===== config.mk =====
export PLATFORM = sky130hd
export DESIGN_NAME = multdiv_ctrl
export DESIGN_NICKNAME = d
export VERILOG_FILES = /design/src/rtl/multdiv_ctrl_pkg.sv /design/src/rtl/multdiv_ctrl_counter.sv /design/src/rtl/multdiv_ctrl.sv
export SDC_FILE = /design/constraint.sdc
export NUM_CORES = 1
export LEC_CHECK = 0
export BUFFER_PORTS_ARGS = -buffer_cell sky130_fd_sc_hd__clkbuf_2
export CAP_MARGIN = 10
export CELL_PAD_IN_SITES_DETAIL_PLACEMENT = 1
export CELL_PAD_IN_SITES_GLOBAL_PLACEMENT = 2
export CORE_ASPECT_RATIO = 1.1
export CORE_MARGIN = 2
export CORE_UTILIZATION = 26
export CTS_CLUSTER_DIAMETER = 200
export DETAILED_ROUTE_END_ITERATION = 12
export PLACE_DENSITY_LB_ADDON = 0.08
export SETUP_SLACK_MARGIN = 0.02
export SYNTH_ARGS = -nofsm -noshare
export SYNTH_HDL_FRONTEND = slang
export SYNTH_HIERARCHICAL = 1
export SYNTH_SLANG_ARGS = --single-unit

===== constraint.sdc =====
create_clock -name clock -period 1.4 [get_ports clock]
set_input_delay 0.14 -clock clock [delete_from_list [all_inputs] [get_ports clock]]
set_output_delay 0.14 -clock clock [all_outputs]
set_load 0.05 [all_outputs]

===== src/rtl/multdiv_ctrl_pkg.sv =====
// multdiv_ctrl_pkg: shared state encodings, decode constants and default cycle counts for the mul/div sequencer.
package multdiv_ctrl_pkg;
  typedef enum logic [1:0] {
    IDLE = 2'd0,
    LOAD = 2'd1,
    RUN  = 2'd2,
    DONE = 2'd3
  } state_t;
  localparam int DEF_MUL_CYCLES = 32;
  localparam int DEF_DIV_CYCLES = 32;
  localparam int DEF_CNT_W      = 6;
  localparam logic [6:0] OPC_OP    = 7'b0110011;
  localparam logic [6:0] F7_MULDIV = 7'b0000001;
  localparam logic [2:0] F3_MUL    = 3'd0;
  localparam logic [2:0] F3_MULH   = 3'd1;
  localparam logic [2:0] F3_MULHSU = 3'd2;
  localparam logic [2:0] F3_MULHU  = 3'd3;
  localparam logic [2:0] F3_DIV    = 3'd4;
  localparam logic [2:0] F3_DIVU   = 3'd5;
  localparam logic [2:0] F3_REM    = 3'd6;
  localparam logic [2:0] F3_REMU   = 3'd7;
  localparam logic [3:0] ALU_MUL   = 4'd10;
  localparam logic [3:0] ALU_DIV   = 4'd11;
  // Decode raises start_mul for funct3[2]==0 and start_div otherwise.
  function automatic logic is_muldiv(input logic [6:0] opc, input logic [6:0] f7);
    return opc == OPC_OP && f7 == F7_MULDIV;
  endfunction
  function automatic logic is_div(input logic [2:0] f3);
    return f3[2];
  endfunction
endpackage


===== src/rtl/multdiv_ctrl_counter.sv =====
// multdiv_ctrl_counter: iteration counter with sync clear, enable and terminal-count compare.
module multdiv_ctrl_counter #(
  parameter int CNT_W = 6
) (
  input  logic             clock,
  input  logic             reset,
  input  logic             clr,
  input  logic             en,
  input  logic [CNT_W-1:0] last,
  output logic [CNT_W-1:0] count,
  output logic             tc
);
  always_ff @(posedge clock or posedge reset)
    if (reset) count <= '0;
    else if (clr) count <= '0;
    else if (en) count <= count + CNT_W'(1);
  assign tc = count == last;
endmodule


===== src/rtl/multdiv_ctrl.sv =====
// multdiv_ctrl: sequences the iterative mul/div datapath, stalls the pipeline and reports completion.
module multdiv_ctrl
  import multdiv_ctrl_pkg::*;
#(
  parameter int MUL_CYCLES = DEF_MUL_CYCLES,
  parameter int DIV_CYCLES = DEF_DIV_CYCLES,
  parameter int CNT_W      = DEF_CNT_W
) (
  input  logic             clock,
  input  logic             reset,
  input  logic             start_mul,
  input  logic             start_div,
  input  logic             divisor_zero,
  input  logic             flush,
  output logic             load_operands,
  output logic             step_en,
  output logic             mode,
  output logic [CNT_W-1:0] step_count,
  output logic             stall,
  output logic             busy,
  output logic             data_ready,
  output logic             data_exception
);
  state_t state, next;
  logic exc, tc, accept;
  logic [CNT_W-1:0] count, last;
  assign accept = state == IDLE && (start_mul || start_div) && !flush;
  assign last   = mode ? CNT_W'(DIV_CYCLES - 1) : CNT_W'(MUL_CYCLES - 1);
  multdiv_ctrl_counter #(.CNT_W(CNT_W)) u_cnt (
    .clock(clock),
    .reset(reset),
    .clr  (state != RUN || flush),
    .en   (state == RUN),
    .last (last),
    .count(count),
    .tc   (tc)
  );
  always_comb begin
    next = state;
    unique case (state)
      IDLE: next = accept ? LOAD : IDLE;
      LOAD: next = flush ? IDLE : (mode && divisor_zero) ? DONE : RUN;
      RUN:  next = flush ? IDLE : tc ? DONE : RUN;
      DONE: next = IDLE;
    endcase
  end
  // The exception flag is only ever live in the DONE cycle that follows LOAD.
  always_ff @(posedge clock or posedge reset)
    if (reset) begin
      state <= IDLE;
      mode  <= 1'b0;
      exc   <= 1'b0;
    end else begin
      state <= next;
      if (accept) mode <= !start_mul;
      exc <= state == LOAD && !flush && mode && divisor_zero;
    end
  assign load_operands  = state == LOAD;
  assign step_en        = state == RUN;
  assign step_count     = step_en ? count : '0;
  assign busy           = state != IDLE;
  assign data_ready     = state == DONE && !flush;
  assign data_exception = data_ready && exc;
  assign stall          = accept || load_operands || step_en;
endmodule

* Yosys cells after proc, flatten, opt, wreduce, memory -nomap -nowiden
Index checks and enable logic that the tools add are counted.
** Word-level totals
- Register bits :: 10
- Bits of input ports :: 6
- Output and inout port bits :: 13
- Logic and storage cells :: 36
** Operators by class
- Reductions and logical operators :: 17
- Add/sub/neg operators :: 1
- Mux-type cells :: 9
- Equality and inequality tests :: 5
** Operator list (number)
- 2-to-1 mux 6 bit :: 3
- logical AND 1 bit :: 8
- case mux 2 bit (4 select lines) :: 1
- adder 6 x 1 -> 6 bit, second input constant :: 1
- equality test 6 x 5 -> 1 bit, second input constant :: 1
- equality test 2 bit, second input constant :: 2
- logical OR 1 bit :: 4
- 2-to-1 mux 2 bit :: 2
- nonzero test 2 bit :: 2
- 2-to-1 mux 1 bit :: 3
- equality test 2 x 1 -> 1 bit, second input constant :: 1
- zero test 1 bit :: 2
- zero test 2 bit :: 1
- inequality test 2 bit, second input constant :: 1

* Longest topological paths before layout
- Depth in word-level cells :: 5
- Mapped depth :: 6
- Mapped depth without buffers :: 6

* Modules after synthesis
The synthesis kept the hierarchy.
** By module, submodules not included
- multdiv_ctrl_counter :: instances 1, area an instance 336.6 sq um, sequential area each 150.1 sq um, cells an instance 33
- multdiv_ctrl :: instances 1, area an instance 315.3 sq um, sequential area each 100.1 sq um, cells an instance 34

* Worst setup path after synthesis
OpenSTA, ideal clock, no wires.
- Kind :: flip-flop to output port
- Start :: register state[1]
- End :: output stall
- Buffers on the path :: 1
- Slack :: -302 ps
- Stages on the path, launching flop included :: 5
- Required time :: 1260 ps
- Arrival time :: 1562 ps
- Path through :: dfrtp_1 -> buf_6 -> or2_2 -> nor2_1 -> a21oi_1
** Between the ends
- Longest elaborated chain between the ends :: 5
- Elaborated cells between the ends (all ways) :: 7
- Those cells by class :: eq/ne (2); reduce/logical (5)
** RTL lines
- start, declared :: line multdiv_ctrl.sv:24 : state_t state, next;
- start signal, assigned :: line multdiv_ctrl.sv:54 : state <= next;
- zero test 2 bit :: line multdiv_ctrl.sv:27 : assign accept = state == IDLE && (start_mul || start_div) && !flush;
- logical AND 1 bit (2 in series) :: line multdiv_ctrl.sv:27
- logical OR 1 bit :: line multdiv_ctrl.sv:64 : assign stall = accept || load_operands || step_en;
- logical OR 1 bit (*) :: line multdiv_ctrl.sv:64
- end, declared :: line multdiv_ctrl.sv:19 : output logic stall,
Every way passes the cells marked *; elsewhere a longest branch is shown, timed or not.

* Worst setup path after layout
- Start :: register state[1]
- End :: output step_count[2]
** Between the ends
- Longest elaborated chain between the ends :: 2
** RTL lines
- equality test 2 bit :: line multdiv_ctrl.sv:59 : assign step_en = state == RUN;
- 2-to-1 mux 6 bit :: line multdiv_ctrl.sv:60 : assign step_count = step_en ? count : '0;
- end, declared :: line multdiv_ctrl.sv:18 : output logic [CNT_W-1:0] step_count,
No other way between the ends.

==> metrics.md <==
| Metric | Value |
|---|---|
| Status | `finished, violations left` |
| Failing checks | `negative setup slack` |
| PwrDens | `885 nW/um^2` |
| Largest net degree at the start of global routing | `8` |
| DIE AREA | `2920 sq um` |
| Post-Synthesis Cell Area | `652 sq um` |
| Worst setup margin | `-0.0867 ns` |
| Ys Warns | `6` |
| Routed WL | `1750 um` |
| Clock share of power | `18.8%` |
| Die Height | `56.5 um` |
| CTS root buffer | `clkbuf_4` |
| Post-DP HPWL | `1240 um` |
| Reg-to-reg critical path endpoint | `u_cnt/count[5]` |
| RSZ-0062 raised after global routing | `true` |
| Clock buffer depth | `2` |
| Mapped Avg Cell Area | `9.73 sq um` |
| Period utilisation layout | `106%` |
| Fmax | `673 MHz` |
| Post-synthesis cell type count | `29` |
| GRT Util Overall | `13.1%` |
| Hold Path Sink | `mode` |
| Fin crit period | `1.49 ns` |
| Part of the power in registers | `32.3%` |
| Input/output buffers | `18` |
| Utilization after layout | `47.4%` |
| Worst skew pair latency | `0.26 ns` |
| Final non-filler cell total | `139` |
| Yosys top cell area share | `38.4%` |
| Most frequent cells in the layout | `14 x buf_4, 10 x dfrtp_1, 7 x buf_8` |
| Die width | `51.7 um` |
| Design Power | `1030 uW` |
| Routed WL per cell | `12.6 um` |
| Placed Instances | `129` |
| Yosys reg bits | `10` |
| Share of layout cells above drive strength 1 | `58.3%` |
| Setup TNS | `-0.387 ns` |
| Hold WS | `0.109 ns` |
| Area contributors post-synth | `dfrtp_1 38%, xnor2_1 6.7%, xor2_1 6.7%, and2_1 5.8%, buf_6 3.5%` |
| Critical path required time | `1.26 ns` |
| R2r setup slk | `-0.03 ns` |
| Commonest non-fill, non-tap cell in the layout | `buf_4` |
| Drt first pass iters | `4` |
| Reg2Reg Depth | `5` |
| Number of fill cells | `279` |
| Nets@finish | `117` |
| Vias in the first global route | `643` |
| Antenna violations before repair | `0` |
| Congestion Overflow GR | `0` |
| DR vias/cell | `4.38` |
| Cell row count | `19` |
| Final hold vios | `0` |
| Inserted Clock Buffers | `3` |
| Clock sinks | `10` |
| CTS clk-pin slew, worst paths | `0.06 ns` |
| Hold Path Origin | `start_mul` |
| Leak pwr | `0.000544 uW` |
| Crit Reg-Reg Startpoint | `state[0]` |
| Fin Clk Skew | `0.00308 ns` |
| H-tree depth | `1` |
| Core Box Area | `2450 sq um` |
| Pins Over Slew Limit | `0` |
| Crit Path Max Fanout | `7` |
| Worst Hold Class | `in -> reg` |
| I/O pin count | `19` |
| CP arrival | `1.35 ns` |
| Worst Setup SP | `state[1]` |
| Switching pwr | `393 uW` |
| Via count | `609` |
| Initial Util | `26.6%` |
| Area leader, netlist | `dfrtp_1` |
| Syn Inst Count | `67` |
| Startpoint types | `flop` |
| Crit end category | `output port` |
| Max VDD drop | `0.000572 V` |
| First-pass GRT wire length | `2880 um` |
| RePlAce Congestion | `0.719` |
| Area Growth Syn to Fin | `77.9%` |
| CTS tree | `done` |
| Post-synthesis sequential area ratio | `38.4%` |
| P_int | `633 uW` |
| Iteration-0 DRC Markers | `2` |
| Finish-stage setup viols | `10` |
| Hold path depth | `2` |
| Residual DRC count | `0` |
| ANT cells | `0` |
| Final ANT Viol Nets | `0` |
| MaxCap Viol Count | `0` |
| Crit Path Category | `reg -> out` |
| Sw frac | `38.3%` |
| Combinational power share | `48.9%` |
-- sequential cells by signal (all words and copies together), names as in the netlist --
register	cells
state	2
mode	1
exc	1
u_cnt/count	6
-- layer usage --
layer	vias up	routed length [um]	GRT usage (%)
met1	297	782	18.7
met5	-	0	0
li1	299	-	-
met4	0	12	6.77
met3	2	42	2.39
met2	11	909	18.5
-- synthesized netlist by cell type --
| library cell | number |
|---|---|
| mux2i_1 | 1 |
| nor3_2 | 1 |
| and4b_4 | 1 |
| xnor2_1 | 5 |
| and2_2 | 1 |
| conb_1 | 2 |
| nor2b_4 | 1 |
| o21ai_0 | 1 |
| and2b_2 | 1 |
| nor3_1 | 2 |
| nand4_2 | 1 |
| dfrtp_1 | 10 |
| or2_2 | 1 |
| nand2b_1 | 1 |
| and2_1 | 6 |
| nor2_1 | 6 |
| a21oi_1 | 4 |
| buf_6 | 2 |
| ha_1 | 1 |
| nand4_1 | 2 |
| o21ba_2 | 2 |
| or3_1 | 1 |
| a2111oi_0 | 1 |
| xor2_1 | 5 |
| inv_1 | 3 |
| nand2_1 | 2 |
| and3_2 | 1 |
| and2b_1 | 1 |
| or2_1 | 1 |
-- worst max-delay path, stage by stage, from the launching register on --
cell,delay (ns)
dfrtp_1,0.42
and2b_2,0.25
buf_6,0.12
and2_4,0.15
buf_12,0.14
-- logic make-up after synthesis --
logic type	synth area share (%)
xor gates and xnor gates	13.4
AOI/OAI and AO/OA	8.25
and+or+nand+nor	30.1
buffers and inverters	5.18
adders and majority gates	1.92
other	1.15
DFF	38.4
muxes	1.54
-- what timing repair did --
item                       4_1_cts  5_1_grt
setup endpoints to repair       15       19
gates resized for setup         31       17
setup buffers                    4        2
hold endpoints to repair        10        0
pin swaps                        8        4
hold buffers                     1        0
-- power by group through the flow --
stage	combinational, uW	sequential (uW)	clock [uW]
6_report	502	331	193
5_1_grt	531	335	221
4_1_cts	444	330	204
3_5_place_dp	352	335	0
3_3_place_gp	352	334	0
2_1_floorplan	245	369	0
-- cell type report --
class                   instances  area (sq um)  area share [%]
inverters                       3          11.3           0.971
flip-flops and latches         10           250            21.6
multi-input cells              56           463            39.9
well taps                      31          38.8            3.34
clock buffers                   3          22.5            1.94
repair buffers                 36           374            32.3
-- through the flow --
stage / setup WS, ns / cell area [sq um]
after CTS: -0.0854 / 1090
after global routing: -0.144 / 1160
final: -0.0867 / 1160
after global placement: 0.0319 / 906
after detailed placement: -0.0413 / 906
after floorplan: -0.00748 / 696
-- worst max path at each step --
stage                                 to  cells past startpoint  slack, ns
after floorplan                    stall                      4     -0.007
after global placement    u_cnt/count[5]                      4       0.03
after detailed placement        state[0]                      6      -0.04
after CTS                  step_count[2]                      4      -0.09
after global routing       step_count[2]                      4      -0.14
final                      step_count[2]                      4      -0.09
Note: power is estimated with default switching activity, not from simulation.
